## src/rtl/comms_tx_scheduler_if.sv

```systemverilog
// Bundle of the scheduler's client-side and serializer-side signals.
//   req, buf_in            : per-requester frame offers (NREQ bits / NREQ*WIDTH bits)
//   link_ready, link_busy  : serializer status
//   link_start, link_buf   : serializer start strobe and latched frame
//   grant, done, err       : per-requester owner / completion / abort
//   busy, cur_id           : scheduler activity and current owner index
// master drives requests and serializer status; slave is the scheduler.
interface comms_tx_scheduler_if #(
    parameter int unsigned NREQ  = 4,
    parameter int unsigned WIDTH = 256
);
    localparam int unsigned IdW = (NREQ > 1) ? $clog2(NREQ) : 1;

    logic [NREQ-1:0]       req;
    logic [NREQ*WIDTH-1:0] buf_in;
    logic                  link_ready;
    logic                  link_busy;
    logic                  link_start;
    logic [WIDTH-1:0]      link_buf;
    logic [NREQ-1:0]       grant;
    logic [NREQ-1:0]       done;
    logic [NREQ-1:0]       err;
    logic                  busy;
    logic [IdW-1:0]        cur_id;

    modport master (
        output req, buf_in, link_ready, link_busy,
        input  link_start, link_buf, grant, done, err, busy, cur_id
    );

    modport slave (
        input  req, buf_in, link_ready, link_busy,
        output link_start, link_buf, grant, done, err, busy, cur_id
    );
endinterface

```

## src/rtl/comms_tx_scheduler.sv

```systemverilog
// Round-robin scheduler sharing one serial transmit link among NREQ requesters.
// Latches the winner's frame, strobes the serializer, follows its busy rise/fall,
// enforces an inter-frame gap and reports per-requester done/err pulses.
// Ports:
//   clk  : system clock
//   rst  : asynchronous active-high reset
//   bus  : comms_tx_scheduler_if.slave (requests, frames, serializer handshake, status)
// All outputs are registered.
module comms_tx_scheduler #(
    parameter int unsigned NREQ    = 4,
    parameter int unsigned WIDTH   = 256,
    parameter int unsigned GAP     = 16,
    parameter int unsigned TIMEOUT = 4096
) (
    input logic                 clk,
    input logic                 rst,
    comms_tx_scheduler_if.slave bus
);
    localparam int unsigned IdW  = (NREQ > 1) ? $clog2(NREQ) : 1;
    localparam int unsigned TmoW = $clog2(TIMEOUT + 1);
    localparam int unsigned GapW = $clog2(GAP + 1);

    typedef enum logic [1:0] {
        StIdle  = 2'd0,
        StStart = 2'd1,
        StXfer  = 2'd2,
        StGap   = 2'd3
    } state_e;

    state_e            stateQ, stateD;
    logic [IdW-1:0]    rrPtrQ, rrPtrD;
    logic [TmoW-1:0]   tmoCntQ, tmoCntD;
    logic [GapW-1:0]   gapCntQ, gapCntD;
    logic              linkStartQ, linkStartD;
    logic [WIDTH-1:0]  linkBufQ, linkBufD;
    logic [NREQ-1:0]   grantQ, grantD;
    logic [NREQ-1:0]   doneQ, doneD;
    logic [NREQ-1:0]   errQ, errD;
    logic              busyQ, busyD;
    logic [IdW-1:0]    curIdQ, curIdD;

    logic              pickValid;
    logic [IdW-1:0]    pickId;
    logic [NREQ-1:0]   pickOneHot;
    logic [NREQ-1:0]   curOneHot;
    logic              arbGo;
    logic              tmoExpired;
    logic              gapDone;

    // Round-robin: first pass covers rrPtr..NREQ-1, second pass wraps to 0..rrPtr-1.
    always_comb begin
        pickValid = 1'b0;
        pickId    = '0;
        for (int unsigned i = 0; i < NREQ; i++) begin
            if (!pickValid && bus.req[i] && (IdW'(i) >= rrPtrQ)) begin
                pickValid = 1'b1;
                pickId    = IdW'(i);
            end
        end
        for (int unsigned i = 0; i < NREQ; i++) begin
            if (!pickValid && bus.req[i]) begin
                pickValid = 1'b1;
                pickId    = IdW'(i);
            end
        end
    end

    always_comb begin
        pickOneHot = '0;
        curOneHot  = '0;
        for (int unsigned i = 0; i < NREQ; i++) begin
            pickOneHot[i] = (pickId == IdW'(i));
            curOneHot[i]  = (curIdQ == IdW'(i));
        end
    end

    assign arbGo      = pickValid && bus.link_ready;
    assign tmoExpired = (tmoCntQ == TmoW'(TIMEOUT - 1));
    assign gapDone    = (gapCntQ == GapW'(GAP - 1));

    // State register
    always_ff @(posedge clk or posedge rst) begin
        if (rst) begin
            stateQ <= StIdle;
        end else begin
            stateQ <= stateD;
        end
    end

    // Next-state logic
    always_comb begin
        stateD = stateQ;
        unique case (stateQ)
            StIdle: begin
                if (arbGo) stateD = StStart;
            end
            StStart: begin
                if (bus.link_busy)   stateD = StXfer;
                else if (tmoExpired) stateD = StGap;
            end
            StXfer: begin
                if (!bus.link_busy)  stateD = StGap;
                else if (tmoExpired) stateD = StGap;
            end
            StGap: begin
                if (gapDone) stateD = StIdle;
            end
            default: stateD = StIdle;
        endcase
    end

    // Output / datapath next values
    always_comb begin
        rrPtrD     = rrPtrQ;
        tmoCntD    = tmoCntQ;
        gapCntD    = gapCntQ;
        linkStartD = linkStartQ;
        linkBufD   = linkBufQ;
        grantD     = grantQ;
        doneD      = '0;
        errD       = '0;
        curIdD     = curIdQ;
        unique case (stateQ)
            StIdle: begin
                if (arbGo) begin
                    for (int unsigned i = 0; i < NREQ; i++) begin
                        if (pickId == IdW'(i)) linkBufD = bus.buf_in[i*WIDTH +: WIDTH];
                    end
                    grantD     = pickOneHot;
                    curIdD     = pickId;
                    rrPtrD     = (pickId == IdW'(NREQ - 1)) ? '0 : pickId + IdW'(1);
                    tmoCntD    = '0;
                    gapCntD    = '0;
                    linkStartD = 1'b1;
                end
            end
            StStart: begin
                if (bus.link_busy) begin
                    linkStartD = 1'b0;
                    tmoCntD    = '0;
                end else if (tmoExpired) begin
                    linkStartD = 1'b0;
                    errD       = curOneHot;
                end else begin
                    tmoCntD = tmoCntQ + TmoW'(1);
                end
            end
            StXfer: begin
                linkStartD = 1'b0;
                if (!bus.link_busy) begin
                    doneD = curOneHot;
                end else if (tmoExpired) begin
                    errD = curOneHot;
                end else begin
                    tmoCntD = tmoCntQ + TmoW'(1);
                end
            end
            StGap: begin
                grantD  = '0;
                gapCntD = gapDone ? '0 : gapCntQ + GapW'(1);
            end
            default: ;
        endcase
        busyD = (stateD != StIdle);
    end

    always_ff @(posedge clk or posedge rst) begin
        if (rst) begin
            rrPtrQ     <= '0;
            tmoCntQ    <= '0;
            gapCntQ    <= '0;
            linkStartQ <= 1'b0;
            linkBufQ   <= '0;
            grantQ     <= '0;
            doneQ      <= '0;
            errQ       <= '0;
            busyQ      <= 1'b0;
            curIdQ     <= '0;
        end else begin
            rrPtrQ     <= rrPtrD;
            tmoCntQ    <= tmoCntD;
            gapCntQ    <= gapCntD;
            linkStartQ <= linkStartD;
            linkBufQ   <= linkBufD;
            grantQ     <= grantD;
            doneQ      <= doneD;
            errQ       <= errD;
            busyQ      <= busyD;
            curIdQ     <= curIdD;
        end
    end

    assign bus.link_start = linkStartQ;
    assign bus.link_buf   = linkBufQ;
    assign bus.grant      = grantQ;
    assign bus.done       = doneQ;
    assign bus.err        = errQ;
    assign bus.busy       = busyQ;
    assign bus.cur_id     = curIdQ;
endmodule

```

## src/flat_wrapper.sv

```systemverilog
// flat-port wrapper written by rule: the top's interface ports become plain ports
module comms_tx_scheduler_flat 
#(
    parameter int unsigned NREQ    = 4,
    parameter int unsigned WIDTH   = 256,
    parameter int unsigned GAP     = 16,
    parameter int unsigned TIMEOUT = 4096
)
  (clk, rst, bus_req, bus_buf_in, bus_link_ready, bus_link_busy, bus_link_start, bus_link_buf, bus_grant, bus_done, bus_err, bus_busy, bus_cur_id);
  comms_tx_scheduler_if #(.NREQ(NREQ), .WIDTH(WIDTH)) bus_i ();
  input logic clk;
  input logic rst;
  input wire logic [$bits(bus_i.req)-1:0] bus_req;
  input wire logic [$bits(bus_i.buf_in)-1:0] bus_buf_in;
  input wire logic [$bits(bus_i.link_ready)-1:0] bus_link_ready;
  input wire logic [$bits(bus_i.link_busy)-1:0] bus_link_busy;
  output wire logic [$bits(bus_i.link_start)-1:0] bus_link_start;
  output wire logic [$bits(bus_i.link_buf)-1:0] bus_link_buf;
  output wire logic [$bits(bus_i.grant)-1:0] bus_grant;
  output wire logic [$bits(bus_i.done)-1:0] bus_done;
  output wire logic [$bits(bus_i.err)-1:0] bus_err;
  output wire logic [$bits(bus_i.busy)-1:0] bus_busy;
  output wire logic [$bits(bus_i.cur_id)-1:0] bus_cur_id;
  assign bus_i.req = bus_req;
  assign bus_i.buf_in = bus_buf_in;
  assign bus_i.link_ready = bus_link_ready;
  assign bus_i.link_busy = bus_link_busy;
  assign bus_link_start = bus_i.link_start;
  assign bus_link_buf = bus_i.link_buf;
  assign bus_grant = bus_i.grant;
  assign bus_done = bus_i.done;
  assign bus_err = bus_i.err;
  assign bus_busy = bus_i.busy;
  assign bus_cur_id = bus_i.cur_id;
  comms_tx_scheduler #(.NREQ(NREQ), .WIDTH(WIDTH), .GAP(GAP), .TIMEOUT(TIMEOUT)) u_core (.clk(clk), .rst(rst), .bus(bus_i));
endmodule
```

## config.mk

```make
export PLATFORM = sky130hd
export DESIGN_NAME = comms_tx_scheduler_flat
export DESIGN_NICKNAME = d
export VERILOG_FILES = /design/src/rtl/comms_tx_scheduler_if.sv /design/src/rtl/comms_tx_scheduler.sv /design/src/flat_wrapper.sv
export SDC_FILE = /design/constraint.sdc
export NUM_CORES = 1
export LEC_CHECK = 0
export BUFFER_PORTS_ARGS = -buffer_cell sky130_fd_sc_hd__buf_2
export CORE_AREA = 5 5 500 502
export CTS_CLUSTER_SIZE = 20
export DETAILED_ROUTE_END_ITERATION = 6
export DIE_AREA = 0 0 505 507
export GPL_ROUTABILITY_DRIVEN = 0
export PLACE_DENSITY_LB_ADDON = 0.1
export SYNTH_ARGS = -nofsm -noshare
export SYNTH_HDL_FRONTEND = slang
export SYNTH_SLANG_ARGS = --single-unit
```

## constraint.sdc

```tcl
create_clock -name clk -period 11.65 [get_ports clk]
set_input_delay 0 -clock clk [delete_from_list [all_inputs] [get_ports clk]]
set_output_delay 0 -clock clk [all_outputs]
set_load 0.01 [all_outputs]
```

==> run summary <==
Across the VDD grid, the largest voltage drop is roughly 0.11 mV. At the later pin of the worst-skew pair, clock insertion delay measures 0.63 ns. The ratio of total power to cell area is 216.3 nW/um^2. The post-synthesis cell type count is between 50 and 60. The post-route clock skew is 0.01673 ns.

STA puts the critical path data required time at 12.11 ns. The total overflow left after global routing is 0. The library cell with the largest summed area after synthesis is sky130_fd_sc_hd__dfrtp_1. The initial core utilization came out at 7.716%. The total of flip-flops plus latches after synthesis came out at 294. The most used flip-flop cell after synthesis is sky130_fd_sc_hd__dfrtp_1.

The data arrival at the endpoint of the critical path came out at 5.67 ns. The wire length of the first global-routing pass came out at approximately 210000 um. The number of antenna violations at the first check in global routing is 51. The final wirelength is around 160000 um.

The count of flip-flops with a built-in enable after synthesis came out at 0. The final antenna-violating net count came out at 0. Setup repair after global routing left no endpoint under its margin. The global router's overall resource usage is 11.92%. Synthesis produced around 2200 cells. The register-to-register setup slack is 6.44 ns. The die area came out at approximately 260000 um^2. The static leakage came out at 16.03 nW. Measured against its own limit, the worst slew margin works out to 26.47%.

The simple-gate portion of the synthesized area is a little under an eighth. The CTS buffer count came out at 48. The post-route fraction of the period consumed by the critical path is roughly 45%. Combinational cells account for 57.7% of the total power. The die is 507 um tall. STA classifies the critical path endpoint as a register. The commonest cells after synthesis are 531 x sky130_fd_sc_hd__nand2_1, 515 x sky130_fd_sc_hd__mux2i_1, 479 x sky130_fd_sc_hd__o21ai_0, 294 x sky130_fd_sc_hd__dfrtp_1, 94 x sky130_fd_sc_hd__clkbuf_1.

The internal power of the cells totals ~4.3 mW. The max-slew violation count was 0. The total number of placement rows is 182. The share of synthesized flip-flops with an asynchronous set or reset is 100.0%. The region available for standard cell placement spans around 240000 um^2. The library cell with the highest instance count after synthesis is sky130_fd_sc_hd__nand2_1. Entering global routing, the biggest net connects 180 pins.

Summed over all failing endpoints, the final setup total negative slack is 0 ns. The number of buffers inserted by port buffering is about 1300. The total clock sinks is 294. Counting the fill cells in the layout gives 28210. The first routing iteration left 1178 violations. For this run, design rule violations remaining after detail routing come to 0. Yosys attributes the largest share of cell area to sky130_fd_sc_hd__dfrtp_1 39%, sky130_fd_sc_hd__mux2i_1 27%, sky130_fd_sc_hd__o21ai_0 13%, sky130_fd_sc_hd__nand2_1 11%, sky130_fd_sc_hd__clkbuf_1 1.9%. The routed wire length per instance came out at between 20 and 25 um.

The CTS tree is yes. The measured slew at the worst slew-check pin is 1.103 ns. The biggest fanout along the worst timing path came out at 66.

The clock transition at the registers of the reported paths came out at ~0.060 ns. The worst setup path is launched from a register. The floorplan die width is 505 um. The cell count of the worst reg-to-reg path came out at 12. The fraction of power spent switching nets came out at roughly 45%.

The sequential element share of the synthesized area came out at 38.95%. The worst register-to-register path ends at u_core.bus.link_buf[133]$_DFFE_PP0P_. The layout overhead on the synthesized area came out at 89.41%. The number of hold-slack violations in the final timing report came out at 0.

The critical path is of the register to register type. The total half-perimeter wirelength after legalization and detailed placement came out at 134200 um. The number of global-route vias before repair came out at 24010.

The adder-cell share of the synthesized area is less than 1%. The worst path in the final design needs a cycle of 5.210 ns, including I/O delays and setup. The critical path ends at u_core.bus.link_buf[133]$_DFFE_PP0P_. For this run, the number of Yosys warnings is 0. The number of top-level pins is 1304. For this run, the detailed router's first-pass iteration total came to 5. Summed over all nets, the switching power comes to 3.464 mW. The sum of internal, switching and leakage power came out at 7.739 mW. Of the cells placed in the final design, the portion with a size suffix greater than 1 is 36.10%.

The maximum buffer depth of the clock tree came out at 3. The fmax came out at 191.9 MHz. The compound-gate portion of the synthesized area is about 16%. The portion of netlist area occupied by mux cells came out at a little over a quarter. Dividing the detail-routed via count by the number of cells gives approximately 3.2. The path class of the tightest hold or removal check is input pin to register. Once the clock tree was built, the resizer swapped 0 gates to a different size. The source of the worst register-to-register timing path is u_core.rrPtrQ[1]$_DFFE_PP0P_. The final net count is 4940. The synthesized netlist occupies a cell area of 18890 um^2. The net count of the mapped netlist is 3209. After synthesis, the largest family of logic cells by area is multiplexers. The parity-gate share of the synthesized area counting xor and xnor cells is 0%.

The overall via count from detail_route came out at 22640. The share of total power in the clock network is 19.8%. The synthesized area per cell came out at 8.720 um^2. Across all hold checks on the routed design, the worst slack comes to 0.1004 ns. The flow ran to the end, and the final reports show no timing, DRC or antenna violations.

The portion of total power attributed to sequential cells is 22.4%. The top cell type by area accounts for 38.95% of the synthesized area. The cell depth of the worst min-delay path came out at 5.

The most critical setup path has its startpoint at u_core.rrPtrQ[1]$_DFFE_PP0P_. The deepest level of the CTS H-tree came out at 2. The count of maximum capacitance violations came out at 0. Setup violations remaining at the end of the flow were counted as 0. The root buffer cell is sky130_fd_sc_hd__clkbuf_16.
-- cells by family after synthesis --
kind of cell | Yosys count
muxes | 517
and+or+nand+nor | 579
AOI/OAI and AO/OA | 578
adders and majority gates | 11
DFF | 294
buffers and inverters | 187
-- per-stage QoR --
step	worst slack (ns)	cells	area [um^2]	util, %
floorplan	3.531	2166	18890	-
global placement	7.364	6540	28870	11.79
finish	6.440	7167	35780	14.61
CTS	6.412	7154	35740	14.60
global route	6.091	7160	35760	14.61
detailed placement	7.361	6540	28870	11.79
-- power groups by stage --
stage                     sequential, mW  combinational, mW  clock (mW)
after floorplan                     1.89               1.81           0
after global placement              1.76               3.91           0
after detailed placement            1.76               3.91           0
after CTS                           1.76               4.63        1.65
after global routing                1.80               4.95        1.67
final                               1.74               4.47        1.54
-- layer usage --
metal	GRT usage (%)	wire, um
met1	14.30	66140
met2	20.63	77420
met3	4.427	13940
met4	1.893	2355
met5	0	188
-- layout make-up --
| type | count | area (um^2) | share of cell area [%] |
|---|---|---|---|
| Timing Repair Buffer | 1858 | 12080 | 33.77 |
| Clock buffer | 70 | 1425 | 3.983 |
| Inverter | 10 | 45.04 | 0.1259 |
| Clock inverter | 17 | 178.9 | 0.5001 |
| Tap cell | 3220 | 4029 | 11.26 |
| Antenna cell | 13 | 32.53 | 0.09093 |
| Sequential cell | 294 | 7357 | 20.56 |
| Multi-Input combinational cell | 1685 | 10630 | 29.71 |
-- registers in the layout, indices dropped and copies added (netlist names), 4 cells and up --
signal               count
u_core.bus.link_buf    256
u_core.bus.err           4
u_core.bus.done          4
u_core.gapCntQ           5
u_core.bus.grant         4
u_core.tmoCntQ          13
-- cells in the final DEF, fill, tap and decap left out, types with 2 or more instances in the layout --
cell / instances
sky130_fd_sc_hd__a21boi_0: 2
sky130_fd_sc_hd__a21oi_1: 12
sky130_fd_sc_hd__a22o_1: 4
sky130_fd_sc_hd__a22oi_1: 2
sky130_fd_sc_hd__a31o_2: 2
sky130_fd_sc_hd__a31oi_1: 4
sky130_fd_sc_hd__a41oi_1: 2
sky130_fd_sc_hd__and2_1: 3
sky130_fd_sc_hd__buf_12: 6
sky130_fd_sc_hd__buf_2: 1303
sky130_fd_sc_hd__buf_4: 22
sky130_fd_sc_hd__bufinv_16: 3
sky130_fd_sc_hd__clkbuf_1: 9
sky130_fd_sc_hd__clkbuf_16: 49
sky130_fd_sc_hd__clkbuf_8: 12
sky130_fd_sc_hd__clkinv_2: 9
sky130_fd_sc_hd__dfrtp_1: 294
sky130_fd_sc_hd__diode_2: 13
sky130_fd_sc_hd__dlygate4sd3_1: 527
sky130_fd_sc_hd__ha_1: 8
sky130_fd_sc_hd__ha_4: 3
sky130_fd_sc_hd__inv_1: 8
sky130_fd_sc_hd__inv_6: 5
sky130_fd_sc_hd__mux2i_1: 515
sky130_fd_sc_hd__nand2_1: 531
sky130_fd_sc_hd__nand2b_1: 3
sky130_fd_sc_hd__nand3_1: 6
sky130_fd_sc_hd__nand4_1: 3
sky130_fd_sc_hd__nor2_1: 18
sky130_fd_sc_hd__nor2b_1: 2
sky130_fd_sc_hd__nor3_1: 4
sky130_fd_sc_hd__o211ai_1: 2
sky130_fd_sc_hd__o21a_1: 3
sky130_fd_sc_hd__o21ai_0: 479
sky130_fd_sc_hd__o21ai_1: 51
sky130_fd_sc_hd__o22ai_1: 2
sky130_fd_sc_hd__o31ai_1: 4
sky130_fd_sc_hd__or2_2: 2
-- critical path, stage by stage (launching register included) --
cell and delay [ns]:
sky130_fd_sc_hd__dfrtp_1 0.44, sky130_fd_sc_hd__mux2i_1 0.21, sky130_fd_sc_hd__o22ai_1 0.09, sky130_fd_sc_hd__a21oi_1 0.47
sky130_fd_sc_hd__ha_4 0.52, sky130_fd_sc_hd__buf_12 0.38, sky130_fd_sc_hd__buf_4 0.87, sky130_fd_sc_hd__mux2i_1 0.27
sky130_fd_sc_hd__o21ai_0 0.09, sky130_fd_sc_hd__dlygate4sd3_1 0.60, sky130_fd_sc_hd__mux2i_1 0.12, sky130_fd_sc_hd__dlygate4sd3_1 0.58
sky130_fd_sc_hd__o21ai_0 0.08
-- worst min path at each step --
| stage | slack (ns) | end | start |
|---|---|---|---|
| detailed placement | 0.14 | u_core.bus.link_buf[203]$_DFFE_PP0P_ | rst |
| global placement | 0.14 | u_core.bus.link_buf[203]$_DFFE_PP0P_ | rst |
| CTS | 0.009 | u_core.bus.link_buf[227]$_DFFE_PP0P_ | bus_buf_in[739] |
| global route | 0.05 | u_core.bus.link_buf[199]$_DFFE_PP0P_ | bus_buf_in[711] |
| floorplan | 0.19 | u_core.bus.link_buf[0]$_DFFE_PP0P_ | bus_buf_in[768] |
| finish | 0.10 | u_core.bus.link_buf[227]$_DFFE_PP0P_ | bus_buf_in[739] |
-- timing repair --
action / 4_1_cts / 5_1_grt
hold endpoints to repair: 333 / 0
hold buffers: 527 / 0
setup buffers: 0 / 0
No activity file was read; power rests on OpenSTA's default activity.
